<file path="config.mk">
export PLATFORM = sky130hd
export DESIGN_NAME = alu_ctrl_dec_pipe_flat
export DESIGN_NICKNAME = d
export VERILOG_FILES = /design/src/rtl/alu_ctrl_dec_pipe_if.sv /design/src/rtl/alu_ctrl_dec_pipe.sv /design/src/flat_wrapper.sv
export SDC_FILE = /design/constraint.sdc
export NUM_CORES = 1
export LEC_CHECK = 0
export ABC_AREA = 1
export BUFFER_PORTS_ARGS = -buffer_cell sky130_fd_sc_hd__buf_2
export CORE_MARGIN = 2
export CORE_UTILIZATION = 60
export DETAILED_ROUTE_END_ITERATION = 16
export PLACE_DENSITY = 0.85
export SKIP_LAST_GASP = 1
export SLEW_MARGIN = 20
export SYNTH_ARGS = -nofsm -noshare
export SYNTH_HDL_FRONTEND = slang
export SYNTH_SLANG_ARGS = --single-unit
</file>
<file path="constraint.sdc">
create_clock -name clk -period 3.35 [get_ports clk]
set_input_delay 0.1675 -clock clk [delete_from_list [all_inputs] [get_ports clk]]
set_output_delay 0.1675 -clock clk [all_outputs]
set_load 0.03 [all_outputs]
</file>
<file path="src/rtl/alu_ctrl_dec_pipe_if.sv">
// Handshake bundle for alu_ctrl_dec_pipe: the upstream instruction channel and
// the downstream decoded-entry channel.
interface alu_ctrl_dec_pipe_if #(
    parameter int CTRL_W = 4
);
    logic              in_valid;
    logic              in_ready;
    logic [31:0]       in_inst;
    logic              out_valid;
    logic              out_ready;
    logic [CTRL_W-1:0] out_alu_ctrl;
    logic [1:0]        out_src_a;
    logic              out_src_b;
    logic              out_word;
    logic              out_illegal;
    logic [31:0]       out_inst;

    modport master (
        output in_valid, in_inst, out_ready,
        input  in_ready, out_valid, out_alu_ctrl, out_src_a, out_src_b,
               out_word, out_illegal, out_inst
    );

    modport slave (
        input  in_valid, in_inst, out_ready,
        output in_ready, out_valid, out_alu_ctrl, out_src_a, out_src_b,
               out_word, out_illegal, out_inst
    );
endinterface

</file>
<file path="src/rtl/alu_ctrl_dec_pipe.sv">
// Registered RV32I/RV64I ALU-control decoder behind a 2-entry skid buffer.
// Optional macro ALU_CTRL_MEXT_EN adds M-extension decode (needs CTRL_W >= 5).
module alu_ctrl_dec_pipe #(
    parameter int XLEN   = 32,
    parameter int CTRL_W = 4
) (
    input  logic                clk,
    input  logic                rst,
    input  logic                flush,
    alu_ctrl_dec_pipe_if.slave  bus
);
    if (XLEN != 32 && XLEN != 64) begin : g_bad_xlen
        $error("alu_ctrl_dec_pipe: XLEN must be 32 or 64");
    end
    if (CTRL_W < 4) begin : g_bad_ctrl_w
        $error("alu_ctrl_dec_pipe: CTRL_W must be at least 4");
    end
`ifdef ALU_CTRL_MEXT_EN
    if (CTRL_W < 5) begin : g_bad_ctrl_w_mext
        $error("alu_ctrl_dec_pipe: ALU_CTRL_MEXT_EN needs CTRL_W >= 5");
    end
`endif

    localparam bit RV64 = (XLEN == 64);

    localparam logic [4:0] OP_ADD      = 5'd0;
    localparam logic [4:0] OP_PASSB    = 5'd1;
    localparam logic [4:0] OP_ADD_CLR0 = 5'd3;
    localparam logic [4:0] OP_SLTU     = 5'd4;
    localparam logic [4:0] OP_XOR      = 5'd5;
    localparam logic [4:0] OP_OR       = 5'd6;
    localparam logic [4:0] OP_AND      = 5'd7;
    localparam logic [4:0] OP_SLL      = 5'd8;
    localparam logic [4:0] OP_SRL      = 5'd9;
    localparam logic [4:0] OP_SRA      = 5'd10;
    localparam logic [4:0] OP_SUB      = 5'd11;
    localparam logic [4:0] OP_SLT      = 5'd12;

    localparam logic [1:0] SRC_RS1  = 2'b00;
    localparam logic [1:0] SRC_PC   = 2'b01;
    localparam logic [1:0] SRC_ZERO = 2'b10;

    localparam logic [6:0] OPC_LUI      = 7'b0110111;
    localparam logic [6:0] OPC_AUIPC    = 7'b0010111;
    localparam logic [6:0] OPC_JAL      = 7'b1101111;
    localparam logic [6:0] OPC_JALR     = 7'b1100111;
    localparam logic [6:0] OPC_BRANCH   = 7'b1100011;
    localparam logic [6:0] OPC_LOAD     = 7'b0000011;
    localparam logic [6:0] OPC_STORE    = 7'b0100011;
    localparam logic [6:0] OPC_OP_IMM   = 7'b0010011;
    localparam logic [6:0] OPC_OP       = 7'b0110011;
    localparam logic [6:0] OPC_OP_IMM32 = 7'b0011011;
    localparam logic [6:0] OPC_OP32     = 7'b0111011;
    localparam logic [6:0] OPC_MISC_MEM = 7'b0001111;
    localparam logic [6:0] OPC_SYSTEM   = 7'b1110011;

    typedef struct packed {
        logic [CTRL_W-1:0] ctrl;
        logic [1:0]        src_a;
        logic              src_b;
        logic              word;
        logic              illegal;
        logic [31:0]       inst;
    } entry_t;

    typedef enum logic [1:0] {EMPTY, ONE, FULL} state_t;

    logic [6:0] opcode;
    logic [2:0] f3;
    logic [6:0] f7;
    logic [5:0] hi6;
    logic       sll_imm_ok;
    logic       sr_imm_ok;
    logic [4:0] code;
    logic [1:0] sa;
    logic       sb;
    logic       wd;
    logic       ill;
    entry_t     dec;

    assign opcode = bus.in_inst[6:0];
    assign f3     = bus.in_inst[14:12];
    assign f7     = bus.in_inst[31:25];
    assign hi6    = bus.in_inst[31:26];

    // RV64 immediate shifts borrow inst[25] as shamt[5]; RV32 must keep it clear.
    assign sll_imm_ok = RV64 ? (hi6 == 6'b000000) : (f7 == 7'b0000000);
    assign sr_imm_ok  = RV64 ? (hi6 == 6'b000000 || hi6 == 6'b010000)
                             : (f7 == 7'b0000000 || f7 == 7'b0100000);

    always_comb begin
        code = OP_ADD;
        sa   = SRC_RS1;
        sb   = 1'b0;
        wd   = 1'b0;
        ill  = 1'b0;
        case (opcode)
            OPC_LUI:   begin code = OP_PASSB; sa = SRC_ZERO; sb = 1'b1; end
            OPC_AUIPC: begin sa = SRC_PC; sb = 1'b1; end
            OPC_JAL:   begin sa = SRC_PC; sb = 1'b1; end
            OPC_JALR:  begin code = OP_ADD_CLR0; sb = 1'b1; ill = (f3 != 3'b000); end
            OPC_BRANCH: begin
                case (f3)
                    3'b000, 3'b001: code = OP_SUB;
                    3'b100, 3'b101: code = OP_SLT;
                    3'b110, 3'b111: code = OP_SLTU;
                    default:        ill  = 1'b1;
                endcase
            end
            OPC_LOAD: begin
                sb = 1'b1;
                case (f3)
                    3'b000, 3'b001, 3'b010, 3'b100, 3'b101: ill = 1'b0;
                    3'b011, 3'b110:                         ill = !RV64;
                    default:                                ill = 1'b1;
                endcase
            end
            OPC_STORE: begin
                sb = 1'b1;
                case (f3)
                    3'b000, 3'b001, 3'b010: ill = 1'b0;
                    3'b011:                 ill = !RV64;
                    default:                ill = 1'b1;
                endcase
            end
            OPC_OP_IMM: begin
                sb = 1'b1;
                case (f3)
                    3'b000: code = OP_ADD;
                    3'b010: code = OP_SLT;
                    3'b011: code = OP_SLTU;
                    3'b100: code = OP_XOR;
                    3'b110: code = OP_OR;
                    3'b111: code = OP_AND;
                    3'b001: begin code = OP_SLL; ill = !sll_imm_ok; end
                    default: begin
                        code = bus.in_inst[30] ? OP_SRA : OP_SRL;
                        ill  = !sr_imm_ok;
                    end
                endcase
            end
            OPC_OP: begin
                case (f7)
                    7'b0000000: begin
                        case (f3)
                            3'b000:  code = OP_ADD;
                            3'b001:  code = OP_SLL;
                            3'b010:  code = OP_SLT;
                            3'b011:  code = OP_SLTU;
                            3'b100:  code = OP_XOR;
                            3'b101:  code = OP_SRL;
                            3'b110:  code = OP_OR;
                            default: code = OP_AND;
                        endcase
                    end
                    7'b0100000: begin
                        case (f3)
                            3'b000:  code = OP_SUB;
                            3'b101:  code = OP_SRA;
                            default: ill  = 1'b1;
                        endcase
                    end
`ifdef ALU_CTRL_MEXT_EN
                    // M-extension codes are 16 + funct3 (MUL..REMU).
                    7'b0000001: code = {2'b10, f3};
`endif
                    default: ill = 1'b1;
                endcase
            end
            OPC_OP_IMM32: begin
                sb = 1'b1;
                wd = 1'b1;
                case (f3)
                    3'b000:  code = OP_ADD;
                    3'b001:  begin code = OP_SLL; ill = (f7 != 7'b0000000); end
                    3'b101:  begin
                        code = bus.in_inst[30] ? OP_SRA : OP_SRL;
                        ill  = (f7 != 7'b0000000 && f7 != 7'b0100000);
                    end
                    default: ill = 1'b1;
                endcase
                if (!RV64) ill = 1'b1;
            end
            OPC_OP32: begin
                wd = 1'b1;
                case (f7)
                    7'b0000000: begin
                        case (f3)
                            3'b000:  code = OP_ADD;
                            3'b001:  code = OP_SLL;
                            3'b101:  code = OP_SRL;
                            default: ill  = 1'b1;
                        endcase
                    end
                    7'b0100000: begin
                        case (f3)
                            3'b000:  code = OP_SUB;
                            3'b101:  code = OP_SRA;
                            default: ill  = 1'b1;
                        endcase
                    end
`ifdef ALU_CTRL_MEXT_EN
                    7'b0000001: begin
                        code = {2'b10, f3};
                        ill  = (f3 == 3'b001 || f3 == 3'b010 || f3 == 3'b011);
                    end
`endif
                    default: ill = 1'b1;
                endcase
                if (!RV64) ill = 1'b1;
            end
            OPC_MISC_MEM, OPC_SYSTEM: code = OP_ADD;
            default: ill = 1'b1;
        endcase
        if (ill) begin
            code = OP_ADD;
            sa   = SRC_RS1;
            sb   = 1'b0;
            wd   = 1'b0;
        end
    end

    assign dec = '{ctrl: CTRL_W'(code), src_a: sa, src_b: sb, word: wd,
                   illegal: ill, inst: bus.in_inst};

    state_t state;
    state_t next_state;
    entry_t m_q;
    entry_t s_q;
    logic   in_ready_q;
    logic   acc;
    logic   drn;
    logic   load_m_dec;
    logic   load_m_skid;
    logic   load_s;

    assign acc = bus.in_valid & in_ready_q;
    assign drn = (state != EMPTY) & bus.out_ready;

    always_ff @(posedge clk or posedge rst) begin
        if (rst) begin
            state      <= EMPTY;
            in_ready_q <= 1'b1;
        end else begin
            state      <= next_state;
            in_ready_q <= (next_state != FULL);
        end
    end

    always_comb begin
        next_state = state;
        if (flush) begin
            next_state = EMPTY;
        end else begin
            case (state)
                EMPTY:   if (acc) next_state = ONE;
                ONE: begin
                    if (acc && !drn)      next_state = FULL;
                    else if (!acc && drn) next_state = EMPTY;
                end
                FULL:    if (drn) next_state = ONE;
                default: next_state = EMPTY;
            endcase
        end
    end

    // A flush suppresses every data load so a same-cycle accept is discarded.
    always_comb begin
        load_m_dec  = 1'b0;
        load_m_skid = 1'b0;
        load_s      = 1'b0;
        if (!flush) begin
            case (state)
                EMPTY: load_m_dec = acc;
                ONE: begin
                    load_m_dec = acc & drn;
                    load_s     = acc & !drn;
                end
                FULL:    load_m_skid = drn;
                default: load_m_dec = 1'b0;
            endcase
        end
        bus.in_ready     = in_ready_q;
        bus.out_valid    = (state != EMPTY);
        bus.out_alu_ctrl = m_q.ctrl;
        bus.out_src_a    = m_q.src_a;
        bus.out_src_b    = m_q.src_b;
        bus.out_word     = m_q.word;
        bus.out_illegal  = m_q.illegal;
        bus.out_inst     = m_q.inst;
    end

    always_ff @(posedge clk or posedge rst) begin
        if (rst) begin
            m_q <= '0;
            s_q <= '0;
        end else begin
            if (load_m_dec)       m_q <= dec;
            else if (load_m_skid) m_q <= s_q;
            if (load_s)           s_q <= dec;
        end
    end
endmodule

</file>
<file path="src/flat_wrapper.sv">
// flat-port wrapper written by rule: the top's interface ports become plain ports
module alu_ctrl_dec_pipe_flat 
#(
    parameter int XLEN   = 32,
    parameter int CTRL_W = 4
)
  (clk, rst, flush, bus_in_valid, bus_in_inst, bus_out_ready, bus_in_ready, bus_out_valid, bus_out_alu_ctrl, bus_out_src_a, bus_out_src_b, bus_out_word, bus_out_illegal, bus_out_inst);
  alu_ctrl_dec_pipe_if #(.CTRL_W(CTRL_W)) bus_i ();
  input  logic clk;
  input  logic rst;
  input  logic flush;
  input wire logic [$bits(bus_i.in_valid)-1:0] bus_in_valid;
  input wire logic [$bits(bus_i.in_inst)-1:0] bus_in_inst;
  input wire logic [$bits(bus_i.out_ready)-1:0] bus_out_ready;
  output wire logic [$bits(bus_i.in_ready)-1:0] bus_in_ready;
  output wire logic [$bits(bus_i.out_valid)-1:0] bus_out_valid;
  output wire logic [$bits(bus_i.out_alu_ctrl)-1:0] bus_out_alu_ctrl;
  output wire logic [$bits(bus_i.out_src_a)-1:0] bus_out_src_a;
  output wire logic [$bits(bus_i.out_src_b)-1:0] bus_out_src_b;
  output wire logic [$bits(bus_i.out_word)-1:0] bus_out_word;
  output wire logic [$bits(bus_i.out_illegal)-1:0] bus_out_illegal;
  output wire logic [$bits(bus_i.out_inst)-1:0] bus_out_inst;
  assign bus_i.in_valid = bus_in_valid;
  assign bus_i.in_inst = bus_in_inst;
  assign bus_i.out_ready = bus_out_ready;
  assign bus_in_ready = bus_i.in_ready;
  assign bus_out_valid = bus_i.out_valid;
  assign bus_out_alu_ctrl = bus_i.out_alu_ctrl;
  assign bus_out_src_a = bus_i.out_src_a;
  assign bus_out_src_b = bus_i.out_src_b;
  assign bus_out_word = bus_i.out_word;
  assign bus_out_illegal = bus_i.out_illegal;
  assign bus_out_inst = bus_i.out_inst;
  alu_ctrl_dec_pipe #(.XLEN(XLEN), .CTRL_W(CTRL_W)) u_core (.clk(clk), .rst(rst), .flush(flush), .bus(bus_i));
endmodule
</file>
==> summary.md <==
| Metric | Value |
|---|---|
| Post-layout util | 71.6% |
| Worst-margin pin slew | 0.827 ns |
| WL per Instance | 14.1 µm |
| Largest net degree at the start of global routing | 50 |
| Worst EP required | 3.55 ns |
| Fillers | 530 |
| Post-Route WL | 9860 µm |
| CP Launch Type | register |
| Clock power share | 26.9% |
| Worst Setup Path Type | register to register |
| Die width | 87.6 µm |
| Initial antenna violation count | 0 |
| Post-DR vias/cell | 5.46 |
| Synth cell types | 30 |
| Congestion Overflow GR | 0 |
| Net Sw Power | 962 µW |
| Mapped Cells | 524 |
| Crit path capture | u_core.bus.out_inst[28]$_DFFE_PP0P_ |
| CP Max Fanout | 34 |
| Most frequent cells in the layout | nand2_1, dfrtp_1, buf_2, inv_1, o21ai_0 |
| Detailed Route Iter0 Violations | 291 |
| Critical R2R Launch | u_core.bus.in_ready$_DFF_PP1_ |
| Status | complete, no violations |
| H-Tree Depth | 3 |
| IO Pins | 80 |
| Logic pwr share | 24.6% |
| GR Util All Layers | 27.3% |
| ANT cells | 0 |
| Num CTS Buffers | 9 |
| RSZ-0062 raised after global routing | false |
| LEAKAGE | 2.65 nW |
| Part of the power in registers | 48.6% |
| R2r setup slk | 1.10 ns |
| Clock Path Buffers | 2 |
| Clock Latency Late Sink | 0.35 ns |
| Min Tclk post-route | 2.25 ns |
| Setup TNS | 0 ns |
| Fmax | 445 MHz |
| CP Data Arrival Time | 2.45 ns |
| Setup violations, final | 0 |
| Post-route ant nets | 0 |
| Post-CTS resize count | 0 |
| Period utilisation layout | 67.1% |
| Clk sinks | 85 |
| Number of remaining DRC errors | 0 |
| Post-Layout Cell Count | 698 |
| Crit path from | u_core.bus.in_ready$_DFF_PP1_ |
| Total number of vias | 3808 |
| R2R depth | 7 |
| Synth Warn # | 0 |
| CTS tree | built |
| Min-delay src | bus_in_inst[24] |
| Hold depth | 3 |
| Die ar. | 7680 µm² |
| Drt pass-1 iters | 6 |
| Hold WC Path Type | input pin to register |
| Slew HR | 44.8% |
| Net Count, Synth | 561 |
| Final Hold Vio Count | 0 |
| Worst Clk Skew | 0.0110 ns |
| Number of I/O port buffers | 79 |
| Row count | 30 |
| Switching share of total power | 34.8% |
| CTS clk-pin slew, worst paths | 0.09 ns |
| IR drop worst, VDD | 0.434 mV |
| Synthesized area | 4200 µm² |
| Core box area | 6790 µm² |
| Layout area overhead | 15.8% |
| Final Net Count | 634 |
| Vias in the first global route | 3489 |
| PwrDens | 569 nW/µm² |
| Commonest non-fill, non-tap cell in the layout | nand2_1 |
| Root buf cell | clkbuf_8 |
| First-pass GRT wire length | 16300 µm |
| Post-DP HPWL | 6930 µm |
| Layout cells sized above 1 | 22.8% |
| Internal power | 1.80 mW |
| Die height | 87.6 µm |
| Avg Inst Size Synth | 8.01 µm² |
| Max cap viols | 0 |
| Sequential area share after synthesis | 50.7% |
| Reg2reg end | u_core.bus.out_inst[28]$_DFFE_PP0P_ |
| Critical Path End Type | register |
| Max-slew violations | 0 |
| Post-Place Cells | 681 |
| Global placement routability congestion | 0.915 |
| Initial Util | 61.8% |
| Seq cells post-synth | 85 |
==> repair_timing <==
item / 4_1_cts / 5_1_grt
hold buffers: 1 / 0
buffers inserted: 0 / 0
hold endpoints to repair: 48 / 0
==> cell families (layout without fill, tap and decap cells) <==
family | count (synthesis) | in the layout | share of synthesized area, %
multiplexers | 5 | 5 | 1.34
flip-flops | 85 | 85 | 50.7
buffers and inverters | 104 | 182 | 9.60
AND/OR/NAND/NOR | 201 | 201 | 21.6
AO/OA/AOI/OAI | 129 | 129 | 16.8
==> power by group through the flow <==
stage / combinational [mW] / clock [mW] / sequential (mW)
2_1_floorplan: 0.285 / 0 / 1.53
3_3_place_gp: 0.651 / 0 / 1.35
3_5_place_dp: 0.678 / 0 / 1.36
4_1_cts: 0.684 / 0.752 / 1.34
5_1_grt: 0.754 / 0.797 / 1.36
6_report: 0.679 / 0.744 / 1.34
==> synth_stat cells, drive strengths merged <==
master  number  area (µm²)
clkinv       1        3.75
nand3       25         153
dfrtp       84        2100
nand4        2        12.5
o21ai       72         360
clkbuf      10        37.5
nand3b       1        7.51
nor2        39         193
o211ai       2        15.0
dfstp        1        26.3
nor3         4        31.3
buf         11        53.8
mux2         5        56.3
o221ai      12         105
a311oi       1        8.76
o21a         1        7.51
a21oi       40         200
a32oi        1        8.76
inv         82         308
nand2      130         508
==> critical path, cell delays in order, from the launching register on <==
cell and delay [ns]:
dfstp_2 0.54, nand2_1 0.09, inv_1 0.10, nand3_4 0.28, nand2_2 0.45, inv_2 0.36, nand2_1 0.16, o221ai_1 0.13
==> worst min-delay path by stage <==
stage	endpoint	slack, ns
finish	u_core.s_q[24]$_DFFE_PP0P_	0.05
floorplan	u_core.s_q[23]$_DFFE_PP0P_	0.29
detailed placement	u_core.s_q[21]$_DFFE_PP0P_	0.35
CTS	u_core.s_q[24]$_DFFE_PP0P_	0.03
global route	u_core.s_q[24]$_DFFE_PP0P_	0.03
global placement	u_core.s_q[21]$_DFFE_PP0P_	0.34
==> layer usage <==
layer | vias up | track usage, % | share of wire, %
li1 | 1837 | - | -
met1 | 1779 | 36.9 | 42
met2 | 171 | 44.2 | 48
met3 | 21 | 5.18 | 6.7
met4 | 0 | 10.5 | 2.5
met5 | - | 0 | 0
==> layout make-up <==
cell class	count	area, µm²	area share (%)
multi-input cells	335	1670	34.3
clock buffers	10	138	2.83
clock inverters	6	68.8	1.42
repair buffers	83	428	8.80
well taps	96	120	2.47
flip-flops and latches	85	2130	43.8
inverters	83	313	6.43
==> through the flow <==
stage | hold WS, ns | setup slack [ns] | power, mW | instance area [µm²]
floorplan | 0.288 | 0.991 | 1.81 | 4200
global placement | 0.336 | 1.23 | 2.00 | 4650
detailed placement | 0.349 | 1.14 | 2.04 | 4650
CTS | 0.0331 | 1.11 | 2.78 | 4860
global route | 0.0294 | 0.880 | 2.91 | 4860
finish | 0.0478 | 1.10 | 2.77 | 4860
==> flip-flops by register name (all words and copies together), names as in the netlist <==
register                 flops
u_core.bus.out_src_b         1
u_core.bus.out_alu_ctrl      4
u_core.bus.out_word          1
u_core.state                 2
u_core.bus.out_inst         32
u_core.s_q                  41
u_core.bus.in_ready          1
u_core.bus.out_illegal       1
u_core.bus.out_src_a         2
(Power assumes the default switching activity.)
